### src/rtl/mem_dump_reader.sv
// Post-run readback engine: sweeps a word range of data memory, streams each word
// over valid/ready through a 2-entry skid buffer, and checks a rotate-XOR signature.
module mem_dump_reader #(
  parameter int ADDR_WIDTH = 10,
  parameter int DATA_WIDTH = 32
) (
  input  logic                  clk,
  input  logic                  reset,
  input  logic                  start,
  input  logic [ADDR_WIDTH-1:0] base_addr,
  input  logic [ADDR_WIDTH:0]   word_count,
  input  logic [DATA_WIDTH-1:0] expect_sum,
  output logic                  mem_rd_en,
  output logic [ADDR_WIDTH-1:0] mem_addr,
  input  logic [DATA_WIDTH-1:0] mem_rdata,
  output logic                  out_valid,
  input  logic                  out_ready,
  output logic [DATA_WIDTH-1:0] out_data,
  output logic [ADDR_WIDTH-1:0] out_addr,
  output logic                  out_last,
  output logic                  busy,
  output logic                  done,
  output logic [DATA_WIDTH-1:0] checksum,
  output logic                  match
);

  localparam logic [ADDR_WIDTH:0] CNT_ONE = (ADDR_WIDTH+1)'(1);

  typedef enum logic [1:0] {S_IDLE, S_READ, S_DRAIN, S_DONE} state_t;

  function automatic logic [DATA_WIDTH-1:0] rotl1(input logic [DATA_WIDTH-1:0] v);
    return {v[DATA_WIDTH-2:0], v[DATA_WIDTH-1]};
  endfunction

  state_t                r_state;
  logic                  r_busy;
  logic                  r_done;
  logic                  r_match;
  logic [DATA_WIDTH-1:0] r_checksum;
  logic [DATA_WIDTH-1:0] r_expect;
  logic [ADDR_WIDTH-1:0] r_base;
  logic [ADDR_WIDTH:0]   r_count;
  logic [ADDR_WIDTH:0]   r_issued;
  logic                  r_inflight;
  logic [ADDR_WIDTH-1:0] r_inflight_addr;
  logic                  r_inflight_last;
  logic [DATA_WIDTH-1:0] r_fifo_data [2];
  logic [ADDR_WIDTH-1:0] r_fifo_addr [2];
  logic                  r_fifo_last [2];
  logic                  r_rd_ptr;
  logic                  r_wr_ptr;
  logic [1:0]            r_occ;

  logic [1:0]            w_outstanding;
  logic                  w_rd_en;
  logic [ADDR_WIDTH-1:0] w_rd_addr;
  logic                  w_rd_last;
  logic                  w_fifo_empty;
  logic [DATA_WIDTH-1:0] w_head_data;
  logic [ADDR_WIDTH-1:0] w_head_addr;
  logic                  w_head_last;
  logic                  w_out_valid;
  logic                  w_hs;
  logic                  w_pop;
  logic                  w_push;
  logic                  w_accept;
  logic [DATA_WIDTH-1:0] w_cs_next;

  // When the buffer is empty the returning read word is presented directly, so the
  // first word appears the cycle after its read; if it stalls it is captured below.
  always_comb begin
    w_outstanding = r_occ + {1'b0, r_inflight};
    w_rd_en       = (r_state == S_READ) && (w_outstanding < 2'd2);
    w_rd_addr     = r_base + r_issued[ADDR_WIDTH-1:0];
    w_rd_last     = ((r_issued + CNT_ONE) == r_count);
    w_fifo_empty  = (r_occ == 2'd0);
    w_head_data   = w_fifo_empty ? mem_rdata       : r_fifo_data[r_rd_ptr];
    w_head_addr   = w_fifo_empty ? r_inflight_addr : r_fifo_addr[r_rd_ptr];
    w_head_last   = w_fifo_empty ? r_inflight_last : r_fifo_last[r_rd_ptr];
    w_out_valid   = !w_fifo_empty || r_inflight;
    w_hs          = w_out_valid && out_ready;
    w_pop         = w_hs && !w_fifo_empty;
    w_push        = r_inflight && !(w_hs && w_fifo_empty);
    w_accept      = start && ((r_state == S_IDLE) || (r_state == S_DONE));
    w_cs_next     = rotl1(r_checksum) ^ w_head_data;
  end

  assign mem_rd_en = w_rd_en;
  assign mem_addr  = w_rd_en ? w_rd_addr : '0;
  assign out_valid = w_out_valid;
  assign out_data  = w_out_valid ? w_head_data : '0;
  assign out_addr  = w_out_valid ? w_head_addr : '0;
  assign out_last  = w_out_valid && w_head_last;
  assign busy      = r_busy;
  assign done      = r_done;
  assign checksum  = r_checksum;
  assign match     = r_match;

  // Datapath registers: no reset, they are only consumed under control qualifiers.
  always_ff @(posedge clk) begin
    if (w_accept) begin
      r_base   <= base_addr;
      r_count  <= word_count;
      r_expect <= expect_sum;
    end
    if (w_rd_en) begin
      r_inflight_addr <= w_rd_addr;
      r_inflight_last <= w_rd_last;
    end
    if (w_push) begin
      r_fifo_data[r_wr_ptr] <= mem_rdata;
      r_fifo_addr[r_wr_ptr] <= r_inflight_addr;
      r_fifo_last[r_wr_ptr] <= r_inflight_last;
    end
  end

  always_ff @(posedge clk) begin
    if (reset) begin
      r_state    <= S_IDLE;
      r_busy     <= 1'b0;
      r_done     <= 1'b0;
      r_match    <= 1'b0;
      r_checksum <= '0;
      r_issued   <= '0;
      r_inflight <= 1'b0;
      r_rd_ptr   <= 1'b0;
      r_wr_ptr   <= 1'b0;
      r_occ      <= 2'd0;
    end else begin
      r_inflight <= w_rd_en;
      if (w_rd_en) r_issued <= r_issued + CNT_ONE;
      if (w_push)  r_wr_ptr <= ~r_wr_ptr;
      if (w_pop)   r_rd_ptr <= ~r_rd_ptr;
      case ({w_push, w_pop})
        2'b10:   r_occ <= r_occ + 2'd1;
        2'b01:   r_occ <= r_occ - 2'd1;
        default: r_occ <= r_occ;
      endcase
      if (w_hs) r_checksum <= w_cs_next;

      case (r_state)
        S_IDLE, S_DONE: begin
          if (start) begin
            r_checksum <= '0;
            r_issued   <= '0;
            if (word_count == '0) begin
              r_state <= S_DONE;
              r_busy  <= 1'b0;
              r_done  <= 1'b1;
              r_match <= (expect_sum == '0);
            end else begin
              r_state <= S_READ;
              r_busy  <= 1'b1;
              r_done  <= 1'b0;
              r_match <= 1'b0;
            end
          end
        end
        S_READ: begin
          if (w_rd_en && w_rd_last) r_state <= S_DRAIN;
        end
        S_DRAIN: begin
          if (w_hs && w_head_last) begin
            r_state <= S_DONE;
            r_busy  <= 1'b0;
            r_done  <= 1'b1;
            r_match <= (w_cs_next == r_expect);
          end
        end
        default: r_state <= S_IDLE;
      endcase
    end
  end

endmodule

### config.mk
export PLATFORM = sky130hd
export DESIGN_NAME = mem_dump_reader
export DESIGN_NICKNAME = d
export VERILOG_FILES = /design/src/rtl/mem_dump_reader.sv
export SDC_FILE = /design/constraint.sdc
export NUM_CORES = 1
export LEC_CHECK = 0
export ABC_CLOCK_PERIOD_IN_PS = 4900
export BUFFER_PORTS_ARGS = -buffer_cell sky130_fd_sc_hd__buf_2
export CORE_MARGIN = 8
export CORE_UTILIZATION = 47
export CTS_CLUSTER_DIAMETER = 50
export CTS_CLUSTER_SIZE = 8
export DETAILED_ROUTE_END_ITERATION = 8
export PLACE_DENSITY = 0.69
export SLEW_MARGIN = 20
export SYNTH_ARGS = -nofsm -noshare
export SYNTH_HDL_FRONTEND = slang
export SYNTH_SLANG_ARGS = --single-unit
### constraint.sdc
create_clock -name clk -period 4.9 [get_ports clk]
set_input_delay 0.98 -clock clk [delete_from_list [all_inputs] [get_ports clk]]
set_output_delay 0.98 -clock clk [all_outputs]
set_load 0.02 [all_outputs]
==> results.sh, run 1 <==
export IMPL_final_common_cell="buf_2"
export IMPL_synth_compound_gate_area_share_pct=11.1
export IMPL_required_ps=3920
export IMPL_final_instance_count_excl_fill=1362
export IMPL_crit_fanout=2
export IMPL_floorplan_rows=53
export IMPL_post_synth_xor_area_fraction_pct=10.7
export IMPL_yosys_cell_types_count=65
export IMPL_vias_per_cell=5.59
export IMPL_timing_critical_path_to_type="primary output"
export IMPL_pwr_share_comb_pct=35.7
export IMPL_psw_mw=2.75
export IMPL_worst_pin_slew_ps=989
export IMPL_slew_limit_headroom_pct=33.9
export IMPL_startpoint_type="flop"
export IMPL_hold_class="reg -> reg"
export IMPL_drt_pass1_iterations=5
export IMPL_grt_first_pass_wirelength_mm=43.8
export IMPL_combined_area_of_the_multi_input_logic_cells_um2=4190
export IMPL_r2r_depth=7
export IMPL_dpl_cell_count=1304
export IMPL_tritoncts_clock_tree="built"
export IMPL_crit_reg2reg_capture="match$_SDFFE_PP0P_"
export IMPL_grt_setup_unrepaired="no"
export IMPL_ys_async_sr_fraction_pct=0
export IMPL_cts_hold_buffers_added=0
export IMPL_synth_edff_count=150
export IMPL_routed_via_count=7608
export IMPL_seq_cell_area_um2=5590
export IMPL_ys_dominant_reg_cell="edfxtp_1"
export IMPL_skew_ps=9.02
export IMPL_r2r_start="r_occ[0]$_SDFFE_PP0P_"
export IMPL_setup_tns_ps=0
export IMPL_timing_reg2reg_setup_slack_ps=1660
export IMPL_antenna_found_initial=1
export IMPL_dpl_hpwl_mm=20.9
export IMPL_ys_warn_count=0
export IMPL_power_leakage_nw=4.57
export IMPL_clock_tree_root_cell="clkbuf_16"
export IMPL_largest_family_of_logic_cells_by_synthesized_area="simple AND/OR/NAND/NOR gates"
export IMPL_max_cap_viol_count=0
export IMPL_number_of_global_route_vias_before_repair=7569
export IMPL_layout_cell_area_non_filler_um2=12100
export IMPL_totalWireLength_mm=28.5
export IMPL_die_area_um2=26200
export IMPL_core_region_area_um2=21000
export IMPL_global_route_usage_total_pct=21.4
export IMPL_global_route_overflow_total=0
export IMPL_cts_max_level=1
export IMPL_chipHeight_um=162
export IMPL_synth_adder_area_share_pct=1.95
export IMPL_grt_max_degree=66
export IMPL_chipWidth_um=162
export IMPL_globalplace_congestion=0.947
export IMPL_layout_cells_most_common_list="178 x buf_2, 150 x edfxtp_1, 108 x nor2_1, 72 x xor2_1, 53 x dfxtp_1"
export IMPL_clk_pin_slew_ps=50
export IMPL_p_int_mw=4.37
export IMPL_placed_area_um2=11100
export IMPL_detailedPlace_worstSlack_ps=1500
export IMPL_fillerInstances=1826
export IMPL_postSynthCellCount=884
export IMPL_synth_fp_nets=988
export IMPL_numCtsBuffers=31
export IMPL_synthesis_area_per_instance_um2=11.3
export IMPL_hold_path_endpoint="r_fifo_addr[1][2]$_DFFE_PP_"
export IMPL_initial_core_util_pct=47.7
export IMPL_setup_slack_ps=905
export IMPL_ys_seq_area_share_pct=55.9
export IMPL_synth_area_um2=10000
export IMPL_fin_crit_ps=3990
export IMPL_utilization_pct=57.6
export IMPL_synth_mux_area_share_pct=4.64
export IMPL_clkPwrFrac_pct=27.8
export IMPL_clock_path_buffers=3
export IMPL_worst_hold_startpoint="r_inflight_addr[2]$_DFFE_PP_"
export IMPL_critical_path_class="reg -> out"
export IMPL_portbufs=178
export IMPL_depth_of_the_worst_hold_timing_path=0
export IMPL_final_min_period_over_clock_period_pct=81.5
export IMPL_timing_hold_ws_ps=486
export IMPL_num_io_pins=179
export IMPL_sequentialPowerShare_pct=36.4
export IMPL_dr_first_iter_drc_count=716
export IMPL_design_power_total_mw=7.12
export IMPL_routed_wire_length_per_instance_um=21.0
export IMPL_post_cts_resized=0
export IMPL_setup_violations=0
export IMPL_layout_nets=1166
export IMPL_switching_fraction_of_total_power_pct=38.6
export IMPL_postCtsSetupBuffers=0
export IMPL_timing_max_transition_violations_final=0
export IMPL_status="complete, no violations"
export IMPL_power_density_cells_nw_per_um2=590
export IMPL_arrival_time_of_data_at_the_critical_path_endpoint_ps=3010
export IMPL_remaining_drc_errors=0
export IMPL_report_final_hold_viol_count=0
export IMPL_clock_sinks=204
export IMPL_yosys_area_share_simple_pct=13.2
export IMPL_ir_worst_vdd_uv=298
export IMPL_synth_seq_cells=204
export IMPL_synthToLayoutAreaGrowth_pct=20.7
export IMPL_clock_latency_on_the_worst_skew_pair_ps=550
export IMPL_antenna_cells=0
export IMPL_fmax_ghz=0.250
export IMPL_ratio_of_cells_with_drive_above_1_in_the_final_layout_pct=23.3
export IMPL_ant_nets=0
-- per-layer routing --
| layer | up-vias | global-route usage, % | wire [µm] |
|---|---|---|---|
| met5 | - | 0 | 8 |
| met4 | 2 | 6.99 | 701 |
| met3 | 52 | 5.44 | 2790 |
| met2 | 338 | 31.6 | 12100 |
| met1 | 3602 | 30.3 | 12900 |
| li1 | 3614 | - | - |
-- worst max-delay path, stage by stage (launching register included) --
cell and delay, ps:
edfxtp_1 420, ha_1 320, a21o_1 170, a21oi_1 210, nor2b_1 70, o21a_1 180, o41ai_1 430, o21ai_0 200
xnor2_1 180, and2_1 140, buf_2 160
-- Yosys cell counts, types with 9 or more instances --
master / number / area share, %
a211oi_1: 37 / 2.8
a21oi_1: 28 / 1.4
and2_1: 9 / 0.56
clkbuf_1: 29 / 1.1
dfxtp_1: 54 / 11
edfxtp_1: 150 / 45
ha_1: 14 / 1.8
inv_1: 11 / 0.41
mux2i_1: 38 / 3.8
nand2_1: 50 / 1.9
nand3_1: 22 / 1.1
nand3b_1: 10 / 0.75
nor2_1: 110 / 4.1
nor3_1: 10 / 0.50
nor4_1: 18 / 1.1
o21ai_0: 41 / 2.1
xnor2_1: 50 / 4.4
xor2_1: 72 / 6.3
-- layout make-up --
class	instances	share of cell area (%)
Clock buffer	53	7.28
Timing Repair Buffer	189	8.06
Clock inverter	5	0.446
Multi-Input combinational cell	624	34.7
Tap cell	275	2.85
Sequential cell	204	46.3
Inverter	12	0.373
-- cell families after synthesis --
logic type                 count (synthesis)
AOI/OAI and AO/OA                        167
xor gates and xnor gates                 122
adders and majority gates                 15
buffers and inverters                     56
DFF                                      204
muxes                                     45
and+or+nand+nor                          275
-- power groups by stage --
stage	clock (mW)	sequential [mW]	combinational [mW]
3_5_place_dp	0	2.61	2.53
3_3_place_gp	0	2.60	2.51
6_report	1.98	2.59	2.54
5_1_grt	2.09	2.62	2.77
2_1_floorplan	0	2.52	1.76
4_1_cts	2.01	2.58	2.55
-- flip-flops by register name (all words and copies together) (netlist names), 10 cells and up, named ones only --
register and count:
r_expect 32, r_inflight_addr 10, r_fifo_addr 20, r_count 11, r_fifo_data 64, r_issued 11
r_base 10, checksum 32
-- how the worst max path moves through the flow --
| stage | from | endpoint | slack (ps) | cells after the start |
|---|---|---|---|---|
| after floorplan | r_occ[0]$_SDFFE_PP0P_ | r_fifo_addr[0][0]$_DFFE_PP_ | 1240 | 9 |
| after global placement | r_base[1]$_DFFE_PP_ | mem_addr[9] | 1530 | 10 |
| after detailed placement | r_base[1]$_DFFE_PP_ | mem_addr[9] | 1500 | 10 |
| after CTS | r_base[1]$_DFFE_PP_ | mem_addr[9] | 900 | 10 |
| after global routing | r_base[1]$_DFFE_PP_ | mem_addr[9] | 720 | 10 |
| final | r_base[1]$_DFFE_PP_ | mem_addr[9] | 910 | 10 |
No activity file was read; power rests on OpenSTA's default activity.
==> inputs of run 2 (changes only) <==
- ABC_CLOCK_PERIOD_IN_PS: 4900 -> 3900
- clock period: 4.9 -> 3.9 ns (I/O delays scaled with it)
==> run 2 against run 1 <==
Compared with the run above:
- critical endpoint is now mem_addr[8]
- core utilization hardly changed
- clock skew increased by 12 ps
- hold slack got worse by 68 ps
- non-clock buffer count grew 3
- power is 25% higher
- via count shrank 0.41%
- cell area is essentially flat
- critical path depth unchanged
- die area unchanged
- combinational power rose by 28%
- global-route usage fell by 0.28 points
==> results.sh, run 2 (synthesized netlist as in run 1, its figures left out) <==
export IMPL_timing_reg2reg_setup_slack_ps=810
export IMPL_layout_nets=1168
export IMPL_chipWidth_um=162
export IMPL_top_register="r_fifo_data"
export IMPL_globalplace_congestion=0.959
export IMPL_final_instance_count_excl_fill=1364
export IMPL_final_common_cell="buf_2"
export IMPL_ratio_of_cells_with_drive_above_1_in_the_final_layout_pct=23.3
export IMPL_dpl_hpwl_mm=21.1
export IMPL_synthToLayoutAreaGrowth_pct=20.7
export IMPL_clock_latency_on_the_worst_skew_pair_ps=540
export IMPL_arrival_time_of_data_at_the_critical_path_endpoint_ps=2890
export IMPL_number_of_global_route_vias_before_repair=7440
export IMPL_setup_violations=0
export IMPL_tritoncts_clock_tree="built"
export IMPL_clock_sinks=204
export IMPL_dpl_cell_count=1307
export IMPL_totalWireLength_mm=28.7
export IMPL_status="complete, no violations"
export IMPL_crit_reg2reg_capture="match$_SDFFE_PP0P_"
export IMPL_timing_critical_path_to_type="primary output"
export IMPL_clock_tree_root_cell="clkbuf_16"
export IMPL_timing_max_transition_violations_final=0
export IMPL_ant_nets=0
export IMPL_startpoint_type="flop"
export IMPL_power_leakage_nw=4.57
export IMPL_fin_crit_ps=3670
export IMPL_skew_ps=21.4
export IMPL_worst_pin_slew_ps=1010
export IMPL_grt_max_degree=65
export IMPL_r2r_start="r_occ[0]$_SDFFE_PP0P_"
export IMPL_remaining_drc_errors=0
export IMPL_grt_first_pass_wirelength_mm=43.2
export IMPL_vias_per_cell=5.55
export IMPL_die_area_um2=26200
export IMPL_chipHeight_um=162
export IMPL_clock_path_buffers=3
export IMPL_ir_worst_vdd_uv=474
export IMPL_grt_setup_unrepaired="no"
export IMPL_cts_hold_buffers_added=0
export IMPL_slew_limit_headroom_pct=32.5
export IMPL_routed_wire_length_per_instance_um=21.0
export IMPL_routed_via_count=7577
export IMPL_final_min_period_over_clock_period_pct=94.2
export IMPL_hold_path_endpoint="r_base[4]$_DFFE_PP_"
export IMPL_floorplan_rows=53
export IMPL_r2r_depth=8
export IMPL_depth_of_the_worst_hold_timing_path=1
export IMPL_critical_path_class="reg -> out"
export IMPL_initial_core_util_pct=47.7
export IMPL_fillerInstances=1822
export IMPL_num_io_pins=179
export IMPL_antenna_found_initial=2
export IMPL_drt_pass1_iterations=5
export IMPL_global_route_usage_total_pct=21.2
export IMPL_crit_fanout=5
export IMPL_numCtsBuffers=30
export IMPL_portbufs=178
export IMPL_dr_first_iter_drc_count=779
export IMPL_fmax_ghz=0.272
export IMPL_setup_tns_ps=0
export IMPL_required_ps=3120
export IMPL_cts_max_level=1
export IMPL_number_of_flip_flops_in_the_largest_register=64
export IMPL_clk_pin_slew_ps=50
export IMPL_hold_class="in -> reg"
export IMPL_layout_cells_most_common_list="178 x buf_2, 150 x edfxtp_1, 108 x nor2_1, 72 x xor2_1, 53 x dfxtp_1"
export IMPL_max_cap_viol_count=0
export IMPL_global_route_overflow_total=0
export IMPL_report_final_hold_viol_count=0
export IMPL_core_region_area_um2=21000
export IMPL_power_density_cells_nw_per_um2=737
export IMPL_worst_hold_startpoint="base_addr[4]"
==> run 2: changes by cell type in the layout (fill, tap and decap cells not counted) <==
cell       before  now
clkbuf_16      31   30
clkinv_8        0    1
inv_6           1    0
diode_2         0    1
buf_4          11   14
clkbuf_8        2    1
clkinv_2        3    1
o41ai_2         0    1
o41ai_1         3    2
clkbuf_1       20   22
==> run 2: per-stage QoR <==
step / power, mW / cell area, µm² / utilization, % / hold WS, ps / worst slack [ps]
3_5_place_dp: 6.49 / 11200 / 53.3 / 465 / 694
2_1_floorplan: 5.37 / 10000 / - / 444 / 241
6_report: 8.90 / 12100 / 57.6 / 417 / 227
5_1_grt: 9.34 / 12100 / 57.6 / 396 / 19.7
4_1_cts: 8.93 / 12100 / 57.5 / 400 / 97.5
3_3_place_gp: 6.45 / 11200 / 53.3 / 460 / 717
==> run 2: layout make-up <==
class,count,area [µm²],area share [%]
antenna,1,2.50,0.0207
clock buffer,53,847,7.02
clock inverter,3,51.3,0.425
inverter,12,45.0,0.373
multi-input combinational,624,4200,34.8
sequential,204,5590,46.3
tap,275,344,2.85
timing repair buffer,192,996,8.25
==> run 2: where the power goes <==
| group | total, mW | internal (mW) | switching (mW) | leakage, nW |
|---|---|---|---|---|
| Combinational | 3.24 | 1.12 | 2.12 | 2.32 |
| Clock | 2.41 | 1.52 | 0.900 | 0.428 |
| Sequential | 3.24 | 2.81 | 0.430 | 1.82 |
| Total | 8.90 | 5.45 | 3.45 | 4.57 |
==> run 2: worst max path at each step <==
| stage | endpoint | startpoint | slack [ps] | cells after the start |
|---|---|---|---|---|
| after floorplan | r_fifo_addr[0][0]$_DFFE_PP_ | r_occ[0]$_SDFFE_PP0P_ | 240 | 9 |
| after global placement | mem_addr[9] | r_base[1]$_DFFE_PP_ | 720 | 10 |
| after detailed placement | mem_addr[9] | r_base[1]$_DFFE_PP_ | 690 | 10 |
| after CTS | mem_addr[9] | r_base[1]$_DFFE_PP_ | 100 | 10 |
| after global routing | mem_addr[8] | r_issued[0]$_SDFF_PP0_ | 20 | 10 |
| final | mem_addr[8] | r_issued[0]$_SDFF_PP0_ | 230 | 10 |
==> run 2: worst max-delay path, cell delays in order (launching register included) <==
cell and delay [ps]:
dfxtp_1 360, ha_1 230, fa_1 400, a21o_1 180, a21oi_1 240, o21bai_1 100, a21oi_1 220, o21ai_0 150
xor2_1 180, and2_1 140, buf_2 160
==> run 2: repair_timing <==
action / CTS / global route
gates resized for setup: 0 / 1
endpoints found under the setup margin: 0 / 1
setup buffers: 0 / 0
==> run 2: metal layers <==
layer	part of all wire [%]	track usage, %	up-vias	wire length, µm
li1	-	-	3628	-
met5	0.045	0	-	13
met2	44	31.6	302	12500
met3	8.4	4.48	33	2410
met4	1.3	5.22	2	377
met1	47	30.7	3612	13400
==> inputs of run 3 (changes only) <==
- CORE_ASPECT_RATIO: not set -> 1.2
- CORE_MARGIN: 8 -> not set
==> run 3 against run 2 <==
Compared with the run above:
- global-route usage rose by 4.9 points
- fmax fell by 0.52%
- non-clock buffer count rose by 1
- wire length is 1.8% lower
- via count up 2.5%
- combinational power about the same
- die area decreased by 17%
- cell count hardly changed
- first-iteration DRC count is 15% lower
- sequential power about the same
- clock skew decreased by 11 ps
- critical endpoint is now mem_addr[9]
==> results.sh, run 3 (synthesized netlist as in run 1, its figures left out) <==
export IMPL_utilization_pct=58.1
export IMPL_crit_fanout=2
export IMPL_layout_cells_most_common_list="178 x buf_2, 150 x edfxtp_1, 108 x nor2_1, 72 x xor2_1, 52 x dfxtp_1"
export IMPL_clock_tree_root_cell="clkbuf_16"
export IMPL_clock_sinks=204
export IMPL_top_register="r_fifo_data"
export IMPL_dpl_hpwl_mm=20.6
export IMPL_die_area_um2=21900
export IMPL_number_of_global_route_vias_before_repair=7612
export IMPL_final_min_period_over_clock_period_pct=94.7
export IMPL_report_final_hold_viol_count=0
export IMPL_clk_pin_slew_ps=50
export IMPL_global_route_usage_total_pct=26.0
export IMPL_cp_slowest_stage_delay_ps=430
export IMPL_max_cap_viol_count=0
export IMPL_power_leakage_nw=4.61
export IMPL_grt_setup_unrepaired="no"
export IMPL_globalplace_congestion=0.943
export IMPL_fin_crit_ps=3690
export IMPL_vias_per_cell=5.70
export IMPL_cts_max_level=1
export IMPL_ir_worst_vdd_uv=414
export IMPL_critical_path_top_delay_family="compound AO/OA/AOI/OAI gates"
export IMPL_dpl_cell_count=1302
export IMPL_ant_nets=0
export IMPL_numCtsBuffers=31
export IMPL_buffering_stage_count_on_the_worst_path_with_inverters_included=1
export IMPL_fillerInstances=1768
export IMPL_grt_first_pass_wirelength_mm=42.7
export IMPL_num_io_pins=179
export IMPL_slew_limit_headroom_pct=31.4
export IMPL_skew_ps=10.4
export IMPL_portbufs=178
export IMPL_initial_core_util_pct=47.8
export IMPL_cts_hold_buffers_added=0
export IMPL_dr_first_iter_drc_count=663
export IMPL_antenna_found_initial=3
export IMPL_routed_wire_length_per_instance_um=20.7
export IMPL_ratio_of_cells_with_drive_above_1_in_the_final_layout_pct=23.6
export IMPL_setup_violations=0
export IMPL_core_region_area_um2=20900
export IMPL_clock_latency_on_the_worst_skew_pair_ps=540
export IMPL_status="complete, no violations"
export IMPL_critical_path_class="reg -> out"
export IMPL_drt_pass1_iterations=7
export IMPL_remaining_drc_errors=0
export IMPL_grt_max_degree=65
export IMPL_hold_class="in -> reg"
export IMPL_global_route_overflow_total=0
export IMPL_startpoint_type="flop"
export IMPL_chipHeight_um=162
export IMPL_timing_critical_path_to_type="primary output"
export IMPL_final_instance_count_excl_fill=1363
export IMPL_placed_area_um2=11200
export IMPL_arrival_time_of_data_at_the_critical_path_endpoint_ps=2910
export IMPL_tritoncts_clock_tree="built"
export IMPL_power_density_cells_nw_per_um2=740
export IMPL_setup_tns_ps=0
export IMPL_chipWidth_um=135
export IMPL_totalWireLength_mm=28.2
export IMPL_floorplan_rows=58
export IMPL_timing_critical_path_cells="ha_1 -> a21o_1 -> a21oi_1 -> nor2b_1 -> o21a_1 -> o41ai_4 -> o21ai_0 -> xnor2_1 -> and2_1 -> buf_2"
export IMPL_fmax_ghz=0.271
export IMPL_timing_max_transition_violations_final=0
export IMPL_layout_cell_area_non_filler_um2=12100
export IMPL_routed_via_count=7766
export IMPL_worst_pin_slew_ps=1030
export IMPL_required_ps=3120
export IMPL_layout_nets=1170
export IMPL_number_of_flip_flops_in_the_largest_register=64
export IMPL_critical_path_slowest_cell="edfxtp_1"
export IMPL_clock_path_buffers=3
export IMPL_final_common_cell="buf_2"
export IMPL_synthToLayoutAreaGrowth_pct=21.4
run 3: final timing paths:
kind | from | end | slack, ps | depth (start not counted)
worst max-delay path | r_base[1]$_DFFE_PP_ | mem_addr[9] | 210 | 10
worst min-delay path | base_addr[2] | r_base[2]$_DFFE_PP_ | 410 | 1
worst min register to register | busy$_SDFFE_PP0P_ | busy$_SDFFE_PP0P_ | 490 | 2
worst max register to register | r_occ[0]$_SDFFE_PP0P_ | match$_SDFFE_PP0P_ | 860 | 8
run 3: routing by layer:
metal / part of all wire (%) / GRT usage [%]
met2: 49 / 44.8
met3: 8.8 / 6.09
met5: 0.028 / 0
met1: 38 / 30.9
met4: 3.9 / 11.0
run 3: what timing repair did:
action                                  4_1_cts  5_1_grt
buffers inserted                              0        1
endpoints found under the setup margin        0        1
resized for setup                             0        3
run 3: final cells by class:
class	instances	area, µm²	share of cell area, %
sequential	204	5590	46.0
multi-input combinational	624	4210	34.7
tap	270	338	2.78
timing repair buffer	193	1000	8.27
clock inverter	3	46.3	0.381
clock buffer	55	907	7.47
antenna	2	5.00	0.0412
inverter	12	45.0	0.371
run 3: power by group:
| group | internal, mW | leakage [nW] | switching, mW |
|---|---|---|---|
| Clock | 1.62 | 0.452 | 0.928 |
| Combinational | 1.12 | 2.33 | 2.11 |
| Sequential | 2.81 | 1.82 | 0.396 |
run 3: stage by stage:
stage                     hold slack, ps  setup slack (ps)  total power, mW
after global routing                 390              11.1             9.42
after floorplan                      444               241             5.37
after detailed placement             473               637             6.45
final                                412               207             8.99
after global placement               452               694             6.39
after CTS                            390              30.3             9.00
